`src/rtl/fetch_stage.sv`:
```
// Instruction-fetch front end: owns the PC, drives the ROM address combinationally
// and fills the IF/ID register, with stall, flush and redirect handling.
module fetch_stage #(
  parameter logic [31:0] RESET_PC = 32'h0000_0000
) (
  input  logic        Clk,
  input  logic        Reset,
  input  logic        Stall_F,
  input  logic        Flush_D,
  input  logic        Redirect_En,
  input  logic [31:0] Redirect_Target,
  output logic [31:0] IMem_Addr,
  input  logic [31:0] IMem_Instr,
  output logic [31:0] Instr_D,
  output logic [31:0] PC_D,
  output logic [31:0] PCPlus4_D,
  output logic        Valid_D,
  output logic        Redirect_Pending,
  output logic [31:0] Fetch_Count
);

  typedef enum logic {RUN = 1'b0, HOLD = 1'b1} state_t;

  state_t      state_q, state_d;
  logic [31:0] pc_q, pc_d;
  logic [31:0] pend_q, pend_d;
  logic [31:0] instr_q, instr_d;
  logic [31:0] pcd_q, pcd_d;
  logic [31:0] pcp4_q, pcp4_d;
  logic        valid_q, valid_d;
  logic [31:0] cnt_q, cnt_d;
  logic [31:0] target_s;
  logic [31:0] pc_plus4_s;
  logic        redir_taken_s;

  assign target_s   = {Redirect_Target[31:2], 2'b00};
  assign pc_plus4_s = pc_q + 32'd4;

  // Next PC, redirect FSM and IF/ID contents.
  always_comb begin
    state_d       = state_q;
    pc_d          = pc_q;
    pend_d        = pend_q;
    instr_d       = instr_q;
    pcd_d         = pcd_q;
    pcp4_d        = pcp4_q;
    valid_d       = valid_q;
    cnt_d         = cnt_q;
    redir_taken_s = 1'b0;

    case (state_q)
      RUN, HOLD: begin
        if (!Stall_F && Redirect_En) begin
          pc_d          = target_s;
          pend_d        = 32'h0000_0000;
          state_d       = RUN;
          redir_taken_s = 1'b1;
        end else if (!Stall_F && (state_q == HOLD)) begin
          pc_d          = pend_q;
          pend_d        = 32'h0000_0000;
          state_d       = RUN;
          redir_taken_s = 1'b1;
        end else if (Stall_F && Redirect_En) begin
          pend_d  = target_s;
          state_d = HOLD;
        end else if (Stall_F) begin
          pc_d = pc_q;
        end else begin
          pc_d = pc_plus4_s;
        end
      end
      default: begin
        state_d = RUN;
      end
    endcase

    // A flush wins even over a stall; a taken redirect makes this cycle's word wrong-path.
    if (Flush_D || (!Stall_F && redir_taken_s)) begin
      instr_d = 32'h0000_0000;
      pcd_d   = 32'h0000_0000;
      pcp4_d  = 32'h0000_0000;
      valid_d = 1'b0;
    end else if (Stall_F) begin
      valid_d = valid_q;
    end else begin
      instr_d = IMem_Instr;
      pcd_d   = pc_q;
      pcp4_d  = pc_plus4_s;
      valid_d = 1'b1;
      cnt_d   = cnt_q + 32'd1;
    end
  end

  // State, PC and IF/ID registers.
  always_ff @(posedge Clk or negedge Reset) begin
    if (!Reset) begin
      state_q <= RUN;
      pc_q    <= RESET_PC;
      pend_q  <= 32'h0000_0000;
      instr_q <= 32'h0000_0000;
      pcd_q   <= 32'h0000_0000;
      pcp4_q  <= 32'h0000_0000;
      valid_q <= 1'b0;
      cnt_q   <= 32'h0000_0000;
    end else begin
      state_q <= state_d;
      pc_q    <= pc_d;
      pend_q  <= pend_d;
      instr_q <= instr_d;
      pcd_q   <= pcd_d;
      pcp4_q  <= pcp4_d;
      valid_q <= valid_d;
      cnt_q   <= cnt_d;
    end
  end

  assign IMem_Addr        = pc_q;
  assign Instr_D          = instr_q;
  assign PC_D             = pcd_q;
  assign PCPlus4_D        = pcp4_q;
  assign Valid_D          = valid_q;
  assign Fetch_Count      = cnt_q;
  assign Redirect_Pending = (state_q == HOLD);

endmodule
```
`config.mk`:
```
export PLATFORM = sky130hd
export DESIGN_NAME = fetch_stage
export DESIGN_NICKNAME = d
export VERILOG_FILES = /design/src/rtl/fetch_stage.sv
export SDC_FILE = /design/constraint.sdc
export NUM_CORES = 1
export LEC_CHECK = 0
export CAP_MARGIN = 10
export CORE_MARGIN = 2
export CORE_UTILIZATION = 49
export CTS_CLUSTER_DIAMETER = 30
export DETAILED_ROUTE_END_ITERATION = 6
export PLACE_DENSITY = 0.78
export SETUP_SLACK_MARGIN = 0.15
export SLEW_MARGIN = 0
export SYNTH_ARGS = -nofsm -noshare
export SYNTH_HDL_FRONTEND = slang
export SYNTH_SLANG_ARGS = --single-unit
export TNS_END_PERCENT = 100
```
`constraint.sdc`:
```
create_clock -name Clk -period 2.5 [get_ports Clk]
set_input_delay 0.5 -clock Clk [delete_from_list [all_inputs] [get_ports Clk]]
set_output_delay 0.5 -clock Clk [all_outputs]
set_load 0.01 [all_outputs]
```
==> results.toml <==
[die]
chipHeight_um = 136
core_area_um2 = 17200
io_pins = 231
rows = 48
initial_utilization = 0.496
dieArea_um2 = 18500
die_w_um = 136

[detailed_routing]
avgRoutedWirePerCell_um = 18.5
wirelength_um = 23800
dr.pass1.iters = 5
drt_iter0_drc = 591
vias = 7299
drcViolationCount = 0
ant_nets = 0
drt-vias-per-instance = 5.67

[worst_setup_path]
crit_family = "simple AND/OR/NAND/NOR gates"
critPathCaptureType = "register"
cp_max_fo = 10
cp_cell_sequence = "ha_1 -> nand4_1 -> nor3_2 -> buf_4 -> nand2_1 -> or4_1 -> nand3_1"
arrival_ns = 2.54
regToRegSetupSlack_ns = 0.31
worst-path-buf-inv = 1
critPathSlowestCell = "dfrtp_1"
slowest_delay_ns = 0.51
crit_type = "register to register"
worstPathRequired_ns = 2.86
cp-start-kind = "register"

[final_layout]
seqCellArea_um2 = 4650
drive_gt1_frac = 0.0884
multi_input_area_um2 = 3550
fin_nets = 1121
fin_area_um2 = 11800
diodes = 0
fillerInstances = 1377
syn2layout_area_growth_pct = 37.9

[synthesis]
ys_ff_latch = 186
syn_area_um2 = 8530
syn_inst = 827
ys_top_cells_by_area = "dfrtp_1 55%, a22o_1 7.7%, o21ai_0 4.9%, nand2_1 4.7%, xnor2_1 3.7%"
synthXorXnorAreaFrac = 0.0606
yosys_warnings = 0
synth.top_cell.area_share = 0.546
muxShareOfSynthArea = 0.0220
synth_top_flop_cell = "dfrtp_1"
synth_area_per_cell_um2 = 10.3
synth_edf_count = 0
synth_compound_area_frac = 0.184
synth_top_area_cell = "dfrtp_1"
ys_types = 57
synth_most_common_cell = "dfrtp_1"
yosys.area_share.adder = 0.00293
async_flop_share = 1.00
ys_seq_area_frac = 0.546
synth_top_family_by_area = "compound AO/OA/AOI/OAI gates"
synth-simple-area-share = 0.143
synthTopCellsByCount = "186 x dfrtp_1, 107 x nand2_1, 84 x o21ai_0, 75 x a22o_1, 45 x nor2_1"

[run]
cap_violations = 0

[pwr]
p_sw_mw = 2.01
switching_share = 0.267
fin_total_pwr_mw = 7.53
power_frac_seq = 0.456
vdd.ir_drop.worst_mv = 0.537
power_leakage_nw = 5.10
p_comb_frac = 0.173
p_int_mw = 5.52
pwr_density_cell_nw_per_um2 = 640
clkPwrFrac = 0.371

[clock_tree]
cts_tree = "yes"
clk_path_buf_depth = 2
cts.root.buffer_cell = "clkbuf_16"
numCtsBuffers = 17
cts.sinks = 186
clk-insertion-delay-late_ns = 0.43
postCtsHoldBufs = 0
path_clk_slew_ns = 0.07
htreeDepth = 4
ctsResizeCount = 0
cts_setup_buffers = 0

[sta]
whs_ns = 0.0286
final_hold_viol_count = 0
clock.fmax_ghz = 0.457
maxSlewViolCount = 0
period_share = 0.875
worst_pin_slew_ns = 0.812
post-route-min-period_ns = 2.19
rsz0062_at_grt = "false"
setup_viol = 0
maxSlewHeadroom = 0.458
fin_setup_tns_ns = 0
fin_skew_ns = 0.00774

[grt]
grt_pass1_vias = 7049
grt_max_degree = 94
antenna_found_initial = 0
grt_pass1_wl_um = 37900
grt_usage = 0.264
grt-ovfl-total = 0

[placed_design]
dp_hpwl_um = 16700
gp_congestion = 0.871
post_dp_cell_area_um2 = 11100
portBuffers = 222

[hold_path]
timing.hold.worst.class = "input pin to async pin"

[run_status]
status = "complete, no violations"
[registers in the layout, indices dropped and copies added, names as in the netlist]
| register | count |
|---|---|
| Fetch_Count | 32 |
| Instr_D | 32 |
| IMem_Addr | 30 |
| PCPlus4_D | 30 |
| PC_D | 30 |
| pend_q | 30 |
| Redirect_Pending | 1 |
| Valid_D | 1 |
[cell type report]
| class | instances | share of cell area |
|---|---|---|
| inverters | 27 | 0.00862 |
| clock buffers | 22 | 0.0403 |
| flip-flops and latches | 186 | 0.396 |
| clock inverters | 10 | 0.0120 |
| multi-input cells | 560 | 0.302 |
| well taps | 225 | 0.0239 |
| repair buffers | 258 | 0.217 |
[per-layer routing]
layer / vias up / global-route usage / routed length [um]
met5: - / 0 / 0
met1: 3555 / 0.379 / 10600
met2: 313 / 0.405 / 11000
met3: 44 / 0.0522 / 1650
li1: 3387 / - / -
met4: 0 / 0.0851 / 561
[through the flow]
step                      setup WS, ns   util  cells
final                            0.314  0.684   1288
after global routing             0.177  0.684   1288
after CTS                        0.318  0.684   1288
after detailed placement         0.122  0.649   1256
after global placement           0.152  0.649   1256
after floorplan                  0.470      -    832
[power by group through the flow]
stage / registers [mW] / logic (mW) / clock network [mW]
4_1_cts: 3.43 / 1.31 / 2.83
6_report: 3.43 / 1.30 / 2.79
2_1_floorplan: 3.52 / 0.514 / 0
3_5_place_dp: 3.48 / 1.29 / 0
3_3_place_gp: 3.47 / 1.27 / 0
5_1_grt: 3.46 / 1.42 / 2.97
[kinds of logic after synthesis]
| group | Yosys count |
|---|---|
| compound gates | 231 |
| xor+xnor | 59 |
| fa+ha+maj | 2 |
| buf+inv | 86 |
| flops | 186 |
| mux | 17 |
| other cells | 1 |
| simple gates | 245 |
[worst register-to-register path: stages, from the launching register on]
cell and delay [ns]:
dfrtp_1 0.51, ha_1 0.29, nand4_1 0.23, nor3_2 0.22
buf_4 0.19, nand2_1 0.14, or4_1 0.44, nand3_1 0.10
[layout by cell type (no fill, tap or decap), types with 3 or more instances in the layout]
cell type / instances
xnor2_1: 36
buf_12: 5
mux2_2: 14
a21oi_1: 25
clkbuf_16: 17
o22ai_1: 9
nor3_1: 11
clkdlybuf4s50_1: 219
clkinv_4: 3
nor4_4: 3
a31oi_1: 5
nand2_1: 107
o32a_1: 3
buf_4: 31
a22oi_1: 6
nand3_1: 23
dfrtp_1: 186
a22o_1: 75
nor2b_1: 3
a211oi_1: 3
and3_1: 12
and4_1: 6
conb_1: 6
xor2_1: 23
clkbuf_8: 4
nor2_1: 44
inv_1: 25
mux2i_1: 3
o21ai_0: 84
bufinv_16: 3
a221oi_1: 6
nand4_1: 14
[worst paths after layout]
path / cells past startpoint / to / from
min: 1 / Instr_D[12] / Reset
max: 7 / IMem_Addr[26] / IMem_Addr[2]
min reg2reg: 2 / PCPlus4_D[15] / PCPlus4_D[15]
max reg2reg: 7 / IMem_Addr[26] / IMem_Addr[2]
max in group asynchronous: 2 / PC_D[5] / Reset
min in group Clk: 2 / Redirect_Pending / Stall_F
Note: power is estimated with default switching activity, not from simulation.
